## src/rtl/rc4_pkg.sv

```systemverilog
// Shared definitions for the RC4 message path: message geometry, the RAM
// writer state encoding and the plaintext character bounds used by the
// key search to judge a decrypted byte.
package rc4_pkg;

    localparam int MSG_LEN = 32;
    localparam int BYTE_W  = 8;

    typedef enum logic [1:0] {
        IDLE  = 2'd0,
        WRITE = 2'd1,
        DONE  = 2'd2
    } wr_state_e;

    localparam logic [7:0] CHAR_SPACE = 8'h20;
    localparam logic [7:0] CHAR_LO    = 8'h61;
    localparam logic [7:0] CHAR_HI    = 8'h7A;

endpackage

```

## src/rtl/write_ram_mem_if.sv

```systemverilog
// Write port of the single-port message RAM. The writer drives it through
// the master modport; the RAM (or a bench model of it) observes it through
// the slave modport.
interface write_ram_mem_if
    import rc4_pkg::*;
#(
    parameter int DATA_W = BYTE_W,
    parameter int ADDR_W = 5
);

    logic [ADDR_W-1:0] ram_address;
    logic [DATA_W-1:0] ram_data;
    logic              ram_wren;

    modport master (
        output ram_address,
        output ram_data,
        output ram_wren
    );

    modport slave (
        input ram_address,
        input ram_data,
        input ram_wren
    );

endinterface

```

## src/rtl/char_checker.sv

```systemverilog
// Plaintext character test: a byte is acceptable if it is a space or a
// lowercase ASCII letter. Purely combinational so it can be shared by the
// RAM writer and the key-search logic.
module char_checker
    import rc4_pkg::*;
#(
    parameter int DATA_W = BYTE_W
) (
    input  logic [DATA_W-1:0] data_i,
    output logic              is_valid
);

    assign is_valid = (data_i == DATA_W'(CHAR_SPACE)) ||
                      ((data_i >= DATA_W'(CHAR_LO)) && (data_i <= DATA_W'(CHAR_HI)));

endmodule

```

## src/rtl/write_ram_mem.sv

```systemverilog
// Sequential writer that copies a DEPTH-byte message snapshot into the
// decrypted-message RAM, one byte per clock, starting on a rising edge of
// start. Optional plaintext checking is enabled by defining the macro
// WRITE_RAM_CHECK_EN; without it msg_valid simply follows done and
// bad_index is tied to zero.
module write_ram_mem
    import rc4_pkg::*;
#(
    parameter int DATA_W = BYTE_W,
    parameter int DEPTH  = MSG_LEN,
    parameter int ADDR_W = 5
) (
    input  logic                    clk,
    input  logic                    reset_n,
    input  logic                    start,
    input  logic [DEPTH*DATA_W-1:0] data_in,
    write_ram_mem_if.master         ram,
    output logic                    busy,
    output logic                    done,
    output logic                    msg_valid,
    output logic [ADDR_W-1:0]       bad_index
);

    localparam logic [ADDR_W-1:0] LAST_IDX = ADDR_W'(DEPTH - 1);

    wr_state_e         state_q, state_d;
    logic [ADDR_W-1:0] idx_q, idx_d;
    logic              start_dly_q;
    logic [DATA_W-1:0] buf_q [DEPTH];
    logic [DATA_W-1:0] cur_byte;
    logic              start_rise;
    logic              accept;
    logic              in_write;

    assign start_rise = start & ~start_dly_q;
    assign accept     = start_rise && (state_q != WRITE);
    assign in_write   = (state_q == WRITE);
    assign cur_byte   = buf_q[idx_q];

    // Next-state and index sequencing; start edges during WRITE are ignored.
    always_comb begin
        state_d = state_q;
        idx_d   = idx_q;
        case (state_q)
            IDLE, DONE: begin
                if (start_rise) begin
                    state_d = WRITE;
                    idx_d   = '0;
                end
            end
            WRITE: begin
                if (idx_q == LAST_IDX) begin
                    state_d = DONE;
                end else begin
                    idx_d = idx_q + 1'b1;
                end
            end
            default: begin
                state_d = IDLE;
                idx_d   = '0;
            end
        endcase
    end

    // State, byte index and start-edge history registers.
    always_ff @(posedge clk or negedge reset_n) begin
        if (!reset_n) begin
            state_q     <= IDLE;
            idx_q       <= '0;
            start_dly_q <= 1'b0;
        end else begin
            state_q     <= state_d;
            idx_q       <= idx_d;
            start_dly_q <= start;
        end
    end

    // Snapshot the message when a transfer is accepted so later data_in changes are harmless.
    always_ff @(posedge clk) begin
        if (accept) begin
            for (int i = 0; i < DEPTH; i++) begin
                buf_q[i] <= data_in[i*DATA_W +: DATA_W];
            end
        end
    end

    assign ram.ram_wren    = in_write;
    assign ram.ram_address = in_write ? idx_q : '0;
    assign ram.ram_data    = in_write ? cur_byte : '0;
    assign busy            = in_write;
    assign done            = (state_q == DONE);

`ifdef WRITE_RAM_CHECK_EN
    logic              byte_ok;
    logic              msg_valid_q;
    logic [ADDR_W-1:0] bad_index_q;

    char_checker #(
        .DATA_W (DATA_W)
    ) u_char_checker (
        .data_i   (cur_byte),
        .is_valid (byte_ok)
    );

    // Track validity of the transfer; only the first failing index is remembered.
    always_ff @(posedge clk or negedge reset_n) begin
        if (!reset_n) begin
            msg_valid_q <= 1'b0;
            bad_index_q <= '0;
        end else if (accept) begin
            msg_valid_q <= 1'b1;
            bad_index_q <= '0;
        end else if (in_write && msg_valid_q && !byte_ok) begin
            msg_valid_q <= 1'b0;
            bad_index_q <= idx_q;
        end
    end

    assign msg_valid = msg_valid_q;
    assign bad_index = bad_index_q;
`else
    assign msg_valid = (state_q == DONE);
    assign bad_index = '0;
`endif

endmodule
```

## src/flat_wrapper.sv

```systemverilog
// flat-port wrapper written by rule: the top's interface ports become plain ports
module write_ram_mem_flat import rc4_pkg::*;
#(
    parameter int DATA_W = BYTE_W,
    parameter int DEPTH  = MSG_LEN,
    parameter int ADDR_W = 5
)
  (clk, reset_n, start, data_in, busy, done, msg_valid, bad_index, ram_ram_address, ram_ram_data, ram_ram_wren);
  write_ram_mem_if #(.DATA_W(DATA_W), .ADDR_W(ADDR_W)) ram_i ();
  input  logic clk;
  input  logic reset_n;
  input  logic start;
  input  logic [DEPTH*DATA_W-1:0] data_in;
  output logic busy;
  output logic done;
  output logic msg_valid;
  output logic [ADDR_W-1:0] bad_index;
  output wire logic [$bits(ram_i.ram_address)-1:0] ram_ram_address;
  output wire logic [$bits(ram_i.ram_data)-1:0] ram_ram_data;
  output wire logic [$bits(ram_i.ram_wren)-1:0] ram_ram_wren;
  assign ram_ram_address = ram_i.ram_address;
  assign ram_ram_data = ram_i.ram_data;
  assign ram_ram_wren = ram_i.ram_wren;
  write_ram_mem #(.DATA_W(DATA_W), .DEPTH(DEPTH), .ADDR_W(ADDR_W)) u_core (.clk(clk), .reset_n(reset_n), .start(start), .data_in(data_in), .ram(ram_i), .busy(busy), .done(done), .msg_valid(msg_valid), .bad_index(bad_index));
endmodule
```

## config.mk

```make
export PLATFORM = sky130hd
export DESIGN_NAME = write_ram_mem_flat
export DESIGN_NICKNAME = d
export VERILOG_FILES = /design/src/rtl/rc4_pkg.sv /design/src/rtl/write_ram_mem_if.sv /design/src/rtl/char_checker.sv /design/src/rtl/write_ram_mem.sv /design/src/flat_wrapper.sv
export SDC_FILE = /design/constraint.sdc
export NUM_CORES = 1
export LEC_CHECK = 0
export ABC_CLOCK_PERIOD_IN_PS = 39400
export CAP_MARGIN = 20
export CELL_PAD_IN_SITES_DETAIL_PLACEMENT = 1
export CELL_PAD_IN_SITES_GLOBAL_PLACEMENT = 1
export CORE_ASPECT_RATIO = 0.5
export CORE_UTILIZATION = 44
export DETAILED_ROUTE_END_ITERATION = 16
export PLACE_DENSITY_LB_ADDON = 0.05
export SETUP_SLACK_MARGIN = 0.05
export SLEW_MARGIN = 5
export SYNTH_ARGS = -nofsm -noshare
export SYNTH_HDL_FRONTEND = slang
export SYNTH_SLANG_ARGS = --single-unit
export TNS_END_PERCENT = 10
```

## constraint.sdc

```tcl
create_clock -name clk -period 39.4 [get_ports clk]
set_input_delay 11.82 -clock clk [delete_from_list [all_inputs] [get_ports clk]]
set_output_delay 11.82 -clock clk [all_outputs]
set_load 0.05 [all_outputs]
```

==> results.cfg <==
[global_route]
grt-busiest-layer = met2
grt_first_pass_wirelength_mm = 37.0
grt_util_met1_pct = 28.8
grtUsageMet2_pct = 36.2
antenna_found_initial = 4
grtUsageMet3_pct = 5.49
track_usage_pct = 21.5
grt_pass1_vias = 6156
overflow = 0
grt_max_degree = 73

[logic_synthesis]
synthTopCellsByCount = edfxtp_1 (256), mux4_2 (47), mux2i_1 (32), nor2b_1 (20), nor2_1 (12)
synth-edff-count = 256
syn_avg_cell_area_sq_um = 20.6
netlist_instances = 499
synth_warnings = 0
synth_top_area_share_pct = 74.6
yosys.area.top_type = edfxtp_1
ys_seq_area_share_pct = 76.6
synth_area_sq_um = 10300
synth_area_leaders = edfxtp_1 (75%), mux4_2 (10%), mux2i_1 (3.1%)
async_flop_share_pct = 3.03
ys_ff_latch = 264
synth_most_common_cell = edfxtp_1
synthFlopType = edfxtp_1
ys_types = 34

[min_path]
hold_start = u_core.state_q[1]
hold_path_class = reg -> reg

[finish]
drive_gt1_share_pct = 11.2
area_growth_pct = 36.4
nets = 1037
fillers = 2036
fin_util_pct = 61.4
fin_cells = 1101

[sta]
grt_setup_unrepaired = false
relSlewSlack_pct = 37.3
post-route-period-util_pct = 41.5
clock_skew_ns = 0.0281
max_freq_mhz = 61.1
setup_tns_ns = 0
final-hold-violation-count = 0
finalCriticalPeriod_ns = 16.37
setup_viol = 0
maxSlewViolCount = 0
holdWs_ns = 0.512
worst_slew_pin_slew_ns = 0.937

[worst_setup_path]
reg2reg_from = u_core.state_q[0]
path_delay_family = buffers and inverters
crit_buf_inv = 2
critPathSlowestCell = dfrtp_4
criticalPathCategory = reg -> out
cp-end-kind = output port
worstSetupStartpointType = register
arrival_ns = 4.55
critical_path.max_stage_delay_ns = 0.90
crit_fanout = 65
cp-startpoint = u_core.idx_q[0]
crit_chain = buf_4, mux4_2, a221oi_1, o21ai_0, o31a_1, clkdlybuf4s50_1
critPathRequiredTime_ns = 27.58

[run]
max_cap_violations = 0

[floorplan]
die_x_um = 218
fp.dieH_um = 110
core_sq_um = 22900
dieArea_sq_um = 24100
start_util_pct = 45.0
rows = 39
boundaryPins = 281

[power_and_ir_drop]
swShare_pct = 31.8
p_comb_share_pct = 31.3
p_int_mw = 0.583
p_seq_share_pct = 42.4
p_sw_mw = 0.272
power.total_mw = 0.855
power_frac_clock_pct = 26.3
leakage_nw = 4.63
powerDensity_nw_per_um2 = 60.9
power.ir.vdd_worst_v = 0.0000685

[clock_network]
cts_tree = yes
cts_made_buffers = 24
cts_resized = 0
holdBufCountCts = 0
clockBufferDepth = 3
clock_latency_ns = 0.54
clkSinkCount = 264
cts.clk_slew.worst_paths_ns = 0.07
root_buffer = clkbuf_16
cts_setup_buffers = 0
htreeDepth = 1

[route]
wl_per_cell_um = 23.6
drt_iter0_markers = 447
viasPerCell = 5.25
vias = 5785
postRouteAntennaNets = 0
dr.pass1.iters = 6
drt_wl_total_mm = 26.0
drc = 0

[status]
status = finished clean

[placement]
numPortBuffers = 275
dp_hpwl_mm = 18.4
globalplace.congestion = 0.812
place_inst = 1057
-- cell families after synthesis --
logic type | count (synthesis) | share of synthesized area, %
DFF | 264 | 76.6
muxes | 81 | 13.8
AOI/OAI and AO/OA | 58 | 4.29
and+or+nand+nor | 55 | 2.96
buffers and inverters | 38 | 2.13
adders and majority gates | 2 | 0.243
other | 1 | 0.0364
-- area by class of cell --
cell class                      count  area [sq um]  area share, %
Antenna cell                        2          5.00         0.0356
Multi-Input combinational cell    201          2210           15.8
Clock buffer                       31           627           4.46
Tap cell                          307           384           2.73
Timing Repair Buffer              281          2800           19.9
Sequential cell                   264          7890           56.2
Inverter                            4          15.0          0.107
Clock inverter                     11           109          0.775
-- routing by layer --
layer	vias to the layer above	share of wire (%)
met5	-	0.050
met4	2	1.4
met3	32	7.0
met2	171	49
met1	2964	43
li1	2616	-
-- state kept, by name, summed over array words and instances, names as in the netlist --
register / cells
u_core.idx_q: 5
u_core.state_q: 2
u_core.buf_q: 256
u_core.start_dly_q: 1
-- power by group through the flow --
| stage | clock network [mW] | registers (mW) | logic, mW |
|---|---|---|---|
| after floorplan | 0 | 0.349 | 0.198 |
| after global placement | 0 | 0.369 | 0.266 |
| after detailed placement | 0 | 0.370 | 0.269 |
| after CTS | 0.231 | 0.364 | 0.271 |
| after global routing | 0.241 | 0.367 | 0.283 |
| final | 0.225 | 0.362 | 0.267 |
-- path summary, 6_finish.rpt --
kind,to,slack [ns],depth (start not counted)
max,ram_ram_data[1],23.03,6
min,u_core.state_q[1],0.51,2
max reg2reg,u_core.buf_q[22][1],36.25,5
min reg2reg,u_core.state_q[1],0.51,2
max in group asynchronous,u_core.idx_q[0],27.52,1
min in group asynchronous,u_core.idx_q[0],11.57,1
-- cell usage in the layout, fill, tap and decap left out, types with 10 or more instances in the layout --
| master | synthesis | layout |
|---|---|---|
| clkdlybuf4s50_1 | 0 | 275 |
| edfxtp_1 | 256 | 256 |
| mux4_2 | 47 | 47 |
| mux2i_1 | 32 | 32 |
| clkbuf_16 | 0 | 24 |
| nor2b_1 | 20 | 20 |
| nor2_1 | 12 | 11 |
| a22o_1 | 10 | 10 |
| o21ai_0 | 10 | 10 |
-- through the flow --
stage	area, sq um	setup WS [ns]
floorplan	10300	16.03
global placement	13300	23.55
detailed placement	13300	23.54
CTS	14000	22.93
global route	14000	22.79
finish	14000	23.03
-- worst min-delay path: stages (launching register included) --
cell and delay, ns:
dfrtp_1 0.36, nand2_1 0.05, o21ai_0 0.06
(Power assumes the default switching activity.)
